==> src/rtl/hdmi_tx_cfg_pkg.sv <==
// Shared types for the HDMI transmitter I2C configuration sequencer.
package hdmi_tx_cfg_pkg;

  localparam int NUM_REGS = 13;

  typedef enum logic [2:0] {
    ST_IDLE,
    ST_START,
    ST_BYTE,
    ST_ACK,
    ST_STOP,
    ST_GAP,
    ST_NEXT,
    ST_FIN
  } cfg_state_t;

  typedef struct packed {
    logic [7:0] reg_addr;
    logic [7:0] data;
  } cfg_entry_t;

endpackage

==> src/rtl/hdmi_tx_cfg_rom.sv <==
// Fixed register-write table that brings the transmitter up for 24-bit RGB input.
module hdmi_tx_cfg_rom
  import hdmi_tx_cfg_pkg::*;
(
  input  logic [4:0] index,
  output cfg_entry_t entry
);

  always_comb begin
    entry = '{reg_addr: 8'h00, data: 8'h00};
    case (index)
      5'd0:  entry = '{reg_addr: 8'h41, data: 8'h10};
      5'd1:  entry = '{reg_addr: 8'h98, data: 8'h03};
      5'd2:  entry = '{reg_addr: 8'h9A, data: 8'hE0};
      5'd3:  entry = '{reg_addr: 8'h9C, data: 8'h30};
      5'd4:  entry = '{reg_addr: 8'h9D, data: 8'h61};
      5'd5:  entry = '{reg_addr: 8'hA2, data: 8'hA4};
      5'd6:  entry = '{reg_addr: 8'hA3, data: 8'hA4};
      5'd7:  entry = '{reg_addr: 8'hE0, data: 8'hD0};
      5'd8:  entry = '{reg_addr: 8'hF9, data: 8'h00};
      5'd9:  entry = '{reg_addr: 8'h15, data: 8'h00};
      5'd10: entry = '{reg_addr: 8'h16, data: 8'h30};
      5'd11: entry = '{reg_addr: 8'hAF, data: 8'h06};
      5'd12: entry = '{reg_addr: 8'hD6, data: 8'hC0};
      default: ;
    endcase
  end

endmodule

==> src/rtl/hdmi_tx_i2c_cfg.sv <==
// I2C write sequencer that programs the HDMI transmitter after reset, on request
// and on hot-plug interrupts. SCL/SDA outputs are open-drain pull-down enables.
//
// state | meaning
// IDLE  | bus released, waiting for a pending start on a tick
// START | ph1 SDA low with SCL high, ph3 SCL low
// BYTE  | 8 bits MSB first, 4 phases per bit
// ACK   | SDA released, slave level sampled in ph2
// STOP  | SDA rises with SCL high; exit picks next entry, retry gap or finish
// GAP   | RETRY_GAP released ticks before retrying the same entry
// NEXT  | folded into the STOP exit so entries run back to back
// FIN   | folded into the STOP exit of the last entry
module hdmi_tx_i2c_cfg
  import hdmi_tx_cfg_pkg::*;
#(
  parameter int unsigned CLK_DIV   = 3,
  parameter logic [7:0]  DEV_ADDR  = 8'h72,
  parameter int unsigned MAX_RETRY = 3,
  parameter int unsigned RETRY_GAP = 64
) (
  input  logic       clk,
  input  logic       reset_n,
  input  logic       init_req,
  input  logic       tx_int_n,
  input  logic       scl_in,
  input  logic       sda_in,
  output logic       scl_oe,
  output logic       sda_oe,
  output logic       busy,
  output logic       done,
  output logic       err,
  output logic [4:0] err_index
);

  localparam logic [7:0] DIV_LAST    = 8'(CLK_DIV - 1);
  localparam logic [7:0] GAP_LAST    = 8'(RETRY_GAP - 1);
  localparam logic [3:0] ATTEMPT_MAX = 4'(MAX_RETRY + 1);
  localparam logic [4:0] LAST_INDEX  = 5'(NUM_REGS - 1);

  cfg_state_t state, state_nxt;
  cfg_entry_t entry;

  logic [7:0] div_cnt;
  logic       tick;
  logic       int_s1, int_s2, int_prev, int_fall;
  logic       pending, start_seq;
  logic [1:0] ph;
  logic [2:0] bit_cnt;
  logic [1:0] byte_sel;
  logic [4:0] index;
  logic       nack;
  logic [3:0] nack_cnt;
  logic [7:0] gap_cnt;
  logic [7:0] cur_byte;
  logic       phase_state, stretch, adv, last_entry;

  hdmi_tx_cfg_rom u_rom (
    .index (index),
    .entry (entry)
  );

  // Free-running divider; never restarted so sequences align to the existing tick grid.
  always_ff @(posedge clk or negedge reset_n) begin
    if (!reset_n)  div_cnt <= 8'd0;
    else if (tick) div_cnt <= 8'd0;
    else           div_cnt <= div_cnt + 8'd1;
  end
  assign tick = (div_cnt == DIV_LAST);

  always_ff @(posedge clk or negedge reset_n) begin
    if (!reset_n) begin
      int_s1   <= 1'b1;
      int_s2   <= 1'b1;
      int_prev <= 1'b1;
    end else begin
      int_s1   <= tx_int_n;
      int_s2   <= int_s1;
      int_prev <= int_s2;
    end
  end
  assign int_fall = int_prev & ~int_s2;

  assign start_seq = (state == ST_IDLE) && tick && pending;

  // Reset leaves a start pending so the table is written right after power-up.
  always_ff @(posedge clk or negedge reset_n) begin
    if (!reset_n)                 pending <= 1'b1;
    else if (init_req || int_fall) pending <= 1'b1;
    else if (start_seq)           pending <= 1'b0;
  end

  always_comb begin
    case (byte_sel)
      2'd0:    cur_byte = DEV_ADDR;
      2'd1:    cur_byte = entry.reg_addr;
      default: cur_byte = entry.data;
    endcase
  end

  assign phase_state = (state == ST_START) || (state == ST_BYTE) ||
                       (state == ST_ACK)   || (state == ST_STOP);
  // SCL is released in every ph2, so a low pad there means the slave is stretching.
  assign stretch     = phase_state && (ph == 2'd2) && !scl_in;
  assign adv         = tick && !stretch;
  assign last_entry  = (index == LAST_INDEX);

  always_ff @(posedge clk or negedge reset_n) begin
    if (!reset_n) state <= ST_IDLE;
    else          state <= state_nxt;
  end

  always_comb begin
    state_nxt = state;
    case (state)
      ST_IDLE:  if (start_seq) state_nxt = ST_START;
      ST_START: if (adv && ph == 2'd3) state_nxt = ST_BYTE;
      ST_BYTE:  if (adv && ph == 2'd3 && bit_cnt == 3'd0) state_nxt = ST_ACK;
      ST_ACK: begin
        if (adv && ph == 2'd3)
          state_nxt = (nack || byte_sel == 2'd2) ? ST_STOP : ST_BYTE;
      end
      ST_STOP: begin
        if (adv && ph == 2'd3) begin
          if (nack)            state_nxt = (nack_cnt >= ATTEMPT_MAX) ? ST_IDLE : ST_GAP;
          else if (last_entry) state_nxt = ST_IDLE;
          else                 state_nxt = ST_START;
        end
      end
      ST_GAP:   if (tick && gap_cnt == 8'd0) state_nxt = ST_START;
      default:  state_nxt = ST_IDLE;
    endcase
  end

  always_ff @(posedge clk or negedge reset_n) begin
    if (!reset_n) begin
      ph        <= 2'd0;
      bit_cnt   <= 3'd7;
      byte_sel  <= 2'd0;
      index     <= 5'd0;
      nack      <= 1'b0;
      nack_cnt  <= 4'd0;
      gap_cnt   <= 8'd0;
      busy      <= 1'b0;
      done      <= 1'b0;
      err       <= 1'b0;
      err_index <= 5'd0;
    end else begin
      if (adv && phase_state) ph <= ph + 2'd1;
      case (state)
        ST_IDLE: begin
          if (start_seq) begin
            index    <= 5'd0;
            nack     <= 1'b0;
            nack_cnt <= 4'd0;
            busy     <= 1'b1;
            done     <= 1'b0;
            err      <= 1'b0;
          end
        end
        ST_START: begin
          if (adv && ph == 2'd3) begin
            bit_cnt  <= 3'd7;
            byte_sel <= 2'd0;
          end
        end
        ST_BYTE: begin
          if (adv && ph == 2'd3 && bit_cnt != 3'd0) bit_cnt <= bit_cnt - 3'd1;
        end
        ST_ACK: begin
          if (adv && ph == 2'd2) nack <= sda_in;
          if (adv && ph == 2'd3) begin
            if (nack) nack_cnt <= nack_cnt + 4'd1;
            else if (byte_sel != 2'd2) begin
              byte_sel <= byte_sel + 2'd1;
              bit_cnt  <= 3'd7;
            end
          end
        end
        ST_STOP: begin
          if (adv && ph == 2'd3) begin
            nack <= 1'b0;
            if (nack) begin
              if (nack_cnt >= ATTEMPT_MAX) begin
                err       <= 1'b1;
                err_index <= index;
                busy      <= 1'b0;
              end else begin
                gap_cnt <= GAP_LAST;
              end
            end else begin
              nack_cnt <= 4'd0;
              if (last_entry) begin
                done <= 1'b1;
                busy <= 1'b0;
              end else begin
                index <= index + 5'd1;
              end
            end
          end
        end
        ST_GAP: begin
          if (tick && gap_cnt != 8'd0) gap_cnt <= gap_cnt - 8'd1;
        end
        default: ;
      endcase
    end
  end

  always_comb begin
    scl_oe = 1'b0;
    sda_oe = 1'b0;
    case (state)
      ST_START: begin
        sda_oe = (ph != 2'd0);
        scl_oe = (ph == 2'd3);
      end
      ST_BYTE: begin
        sda_oe = ~cur_byte[bit_cnt];
        scl_oe = (ph == 2'd0) || (ph == 2'd3);
      end
      ST_ACK: begin
        scl_oe = (ph == 2'd0) || (ph == 2'd3);
      end
      ST_STOP: begin
        sda_oe = (ph != 2'd3);
        scl_oe = (ph == 2'd0);
      end
      default: ;
    endcase
  end

endmodule

==> config.mk <==
export PLATFORM = sky130hd
export DESIGN_NAME = hdmi_tx_i2c_cfg
export DESIGN_NICKNAME = d
export VERILOG_FILES = /design/src/rtl/hdmi_tx_cfg_pkg.sv /design/src/rtl/hdmi_tx_cfg_rom.sv /design/src/rtl/hdmi_tx_i2c_cfg.sv
export SDC_FILE = /design/constraint.sdc
export NUM_CORES = 1
export LEC_CHECK = 0
export BUFFER_PORTS_ARGS = -buffer_cell sky130_fd_sc_hd__buf_2
export CORE_ASPECT_RATIO = 1.5
export CORE_UTILIZATION = 25
export CTS_CLUSTER_DIAMETER = 50
export DETAILED_ROUTE_END_ITERATION = 8
export SLEW_MARGIN = 30
export SYNTH_ARGS = -nofsm -noshare
export SYNTH_HDL_FRONTEND = slang
export SYNTH_SLANG_ARGS = --single-unit
==> constraint.sdc <==
create_clock -name clk -period 3.3 [get_ports clk]
set_clock_uncertainty 0.05 [all_clocks]
set_input_delay 0 -clock clk [delete_from_list [all_inputs] [get_ports clk]]
set_output_delay 0 -clock clk [all_outputs]
set_load 0.05 [all_outputs]
==> impl_metrics.sql <==
INSERT INTO impl_metrics (metric_group, metric, value, unit) VALUES
('outcome', 'outcome', 'complete, no violations', ''),
('synthesis', 'distinct_cells_synth', '66', ''),
('drt', 'wl_met3', '294', 'um'),
('grt', 'grt_start_max_net_pins', '49', ''),
('drt', 'routed-via-count', '2774', ''),
('sta', 'tightestPinTransition', '0.6859', 'ns'),
('synthesis', 'synth_enable_flop_cells', '0', ''),
('floorplanning', 'placementRows', '51', ''),
('worst_setup_path', 'worst-endpoint-required', '3.25', 'ns'),
('drt', 'routed-wl-met2', '4.126', 'mm'),
('grt', 'overflow', '0', ''),
('power', 'total_internal_power', '0.001384', 'W'),
('power', 'power_switching_share', '41.39', '%'),
('clock_tree', 'cts.reportedPaths.clkPinSlew', '0.07', 'ns'),
('sta', 'final_period_minus_worst_setup_slack', '2.986', 'ns'),
('synthesis', 'netlist_instances', '368', ''),
('sta', 'post-route-period-util', '90.47', '%'),
('floorplanning', 'io_pins', '16', ''),
('cells_and_area', 'layout.nets', '398', ''),
('clock_tree', 'clock_latency', '0.30', 'ns'),
('worst_setup_path', 'critical_path_class', 'reg -> out', ''),
('floorplanning', 'starting_density_of_the_core', '25.54', '%'),
('cells_and_area', 'share_of_the_core_filled_with_cells_in_the_final_layout', '28.69', '%'),
('run', 'max_cap_viol_count', '0', ''),
('sta', 'achievable-frequency', '0.3350', 'GHz'),
('drt', 'remaining_drc_errors', '0', ''),
('cells_and_area', 'mostFrequentLayoutCells', 'sky130_fd_sc_hd__dfrtp_1, sky130_fd_sc_hd__nor2_1, sky130_fd_sc_hd__a21oi_1', ''),
('drt', 'number_of_nets_still_failing_antenna_checks_after_routing', '0', ''),
('synthesis', 'dominantRegCellSynth', 'sky130_fd_sc_hd__dfrtp_1', ''),
('sta', 'final.setup.tns', '0', 'ns'),
('power', 'net_sw_power', '0.0009772', 'W'),
('power', 'total_leakage_power', '1.636', 'nW'),
('power', 'worst_ir_drop_vdd', '0.2378', 'mV'),
('power', 'power.share.sequential', '36.7', '%'),
('drt', 'detailedRoute.firstPassIterationCount', '6', ''),
('clock_tree', 'tritoncts', 'done', ''),
('grt', 'antenna_found_initial', '0', ''),
('synthesis', 'synth_fp_nets', '391', ''),
('synthesis', 'synthesis.yosys.warnings', '0', ''),
('worst_setup_path', 'cp_max_fo', '7', ''),
('power', 'power_frac_comb', '37.8', '%'),
('floorplanning', 'area_of_the_die', '13640', 'um2'),
('grt', 'grt_util_all_layers', '12.95', '%'),
('synthesis', 'asyncSetResetFlopFracSynth', '100.0', '%'),
('power', 'share_clk_of_total_power', '25.5', '%'),
('drt', 'drt_wl_total', '7.879', 'mm'),
('placement', 'dp_hpwl', '5.786', 'mm'),
('cells_and_area', 'layout_commonest_cell', 'sky130_fd_sc_hd__dfrtp_1', ''),
('floorplanning', 'chipHeight', '142.5', 'um'),
('synthesis', 'synth-seq-cells', '48', ''),
('placement', 'i_o_buffers', '15', ''),
('clock_tree', 'total_clock_buffers_created_by_cts', '5', ''),
('sta', 'rsz_0062_raised_after_global_routing', 'no', ''),
('cells_and_area', 'antenna_cells', '0', ''),
('cells_and_area', 'layout-area-overhead-vs-synth', '12.35', '%'),
('sta', 'hold_viol_final', '0', ''),
('worst_setup_path', 'timing.critical_path.to_type', 'output port', ''),
('clock_tree', 'maximum_buffer_depth_of_the_clock_tree', '2', ''),
('synthesis', 'yosysSeqAreaShare', '36.75', '%'),
('worst_hold_path', 'hold_class', 'in -> reg', ''),
('synthesis', 'post_synth_instance_area', '3292', 'um2'),
('floorplanning', 'die_wd', '95.70', 'um'),
('sta', 'max_slew_margin', '54.27', '%'),
('worst_setup_path', 'arrival_time_reported_for_the_critical_path_endpoint', '2.94', 'ns'),
('grt', 'wire_length_of_the_first_global_routing_pass', '13.76', 'mm'),
('worst_setup_path', 'critical_path.startpoint_type', 'register', ''),
('floorplanning', 'floorplan.core_area', '12890', 'um2'),
('grt', 'grt_pass1_vias', '2798', ''),
('drt', 'post_drt_wl_per_cell', '14.73', 'um'),
('sta', 'final-setup-viol-count', '0', ''),
('synthesis', 'synth_area_per_cell', '8.945', 'um2'),
('cells_and_area', 'final_layout_size_suffix_gt1_share', '14.89', '%'),
('drt', 'topRoutingLayerUsed', 'met4', ''),
('drt', 'drt-initial-drc-count', '148', ''),
('clock_tree', 'clk_root_buffer_cell', 'sky130_fd_sc_hd__clkbuf_16', ''),
('clock_tree', 'htreeDepth', '2', ''),
('drt', 'viasPerCell', '5.185', ''),
('sta', 'finalMaxSlewViolations', '0', ''),
('drt', 'route.layer.met1.wl', '3.234', 'mm'),
('placement', 'gp_congestion', '0.8464', ''),
('clock_tree', 'tritoncts_num_sinks', '48', ''),
('power', 'power.density', '638.3', 'nW/um2');
==> per-layer routing <==
layer | track usage (%) | up-vias
met1 | 14.98 | 1353
met4 | 6.049 | 0
met2 | 22.74 | 62
met3 | 2.190 | 17
met5 | 0 | -
li1 | - | 1342
==> area by class of cell <==
cell class              instances  area [um2]
fillers                      1391        9191
multi-input cells             275        1889
flip-flops and latches         48        1210
well taps                     159       198.9
clock buffers                   6       138.9
repair buffers                 21       132.6
inverters                      24       90.09
clock inverters                 2       38.79
==> cell families (layout without fill, tap and decap cells) <==
family	count (synthesis)	after routing	synth area share [%]
DFF	48	48	36.75
and+or+nand+nor	136	136	23.15
xor gates and xnor gates	18	18	4.789
muxes	12	12	4.561
adders and majority gates	17	17	6.461
AOI/OAI and AO/OA	92	92	18.43
buffers and inverters	45	53	5.853
==> critical path: stages, from the launching register on <==
cell                       delay [ns]
sky130_fd_sc_hd__dfrtp_1         0.42
sky130_fd_sc_hd__inv_1           0.11
sky130_fd_sc_hd__ha_1            0.29
sky130_fd_sc_hd__or3_1           0.43
sky130_fd_sc_hd__o211ai_1        0.24
sky130_fd_sc_hd__a21oi_1         0.11
sky130_fd_sc_hd__o31ai_1         0.35
sky130_fd_sc_hd__a41oi_1         0.19
sky130_fd_sc_hd__a31oi_1         0.20
sky130_fd_sc_hd__buf_2           0.29
==> sequential cells by signal, summed over array words and instances, names as in the netlist, 2 cells and up <==
signal     flops
byte_sel       2
nack_cnt       4
bit_cnt        3
gap_cnt        8
index          5
err_index      5
ph             2
state          3
div_cnt        8
==> per-stage QoR <==
stage                     instance area [um2]  instances  hold slack, ns  power (W)  worst slack [ns]
after floorplan                          3292        368         -0.3456   0.001546            0.6538
after global placement                   3478        523         0.05519   0.001746            0.6876
after detailed placement                 3481        523         0.01398   0.001757            0.6804
after CTS                                3699        535         0.02770   0.002376            0.3651
after global routing                     3699        535         0.03451   0.002531            0.1818
final                                    3699        535         0.02792   0.002361            0.3145
==> cells in the mapped netlist, drive strengths merged (3+ instances only) <==
cell      n  area (um2)
dfstp     7       183.9
xnor2     9       78.83
nand3    16       85.08
a21o      3       22.52
or3       5       31.28
mux2      9       120.1
a22o      3       27.53
mux2i     3       30.03
o21ai    19       95.09
nor4      6       37.54
or2       5       31.28
nand2    23       93.84
o2111ai   4       35.03
a41oi     4       35.03
inv      24       90.09
a21oi    25       125.1
or4       4       30.03
nand2b    4       25.02
o211ai    5       37.54
clkbuf   15       57.55
and3      6       42.54
xor2      9       78.83
nor2     32       143.9
a31oi     3       18.77
dfrtp    41        1026
nand4     5       31.28
nor3     14       75.07
buf       6       45.04
o31ai     5       37.54
nor2b     6       37.54
ha       17       212.7
==> worst paths after layout <==
check | to | slack [ns] | cells after the start | start
max | sda_oe | 0.31 | 9 | index[0]
min | nack | 0.03 | 3 | scl_in
max reg2reg | err_index[2] | 0.66 | 6 | state[1]
min reg2reg | int_prev | 0.31 | 0 | int_s2
max in group asynchronous | div_cnt[5] | 2.57 | 2 | reset_n
min in group asynchronous | gap_cnt[0] | 0.21 | 2 | reset_n
==> power by group through the flow <==
stage / Sequential [W] / Clock, W / Combinational, W
after global placement: 0.000868 / 0 / 0.000878
after detailed placement: 0.000874 / 0 / 0.000883
after CTS: 0.000863 / 0.000619 / 0.000894
after global routing: 0.000895 / 0.000644 / 0.000992
after floorplan: 0.000763 / 0 / 0.000783
final: 0.000867 / 0.000601 / 0.000893
==> timing repair <==
item,in CTS,in global routing
setup buffers,0,0
gates resized for setup,0,0
hold endpoints to repair,44,0
hold buffers,4,0
(Power assumes the default switching activity.)
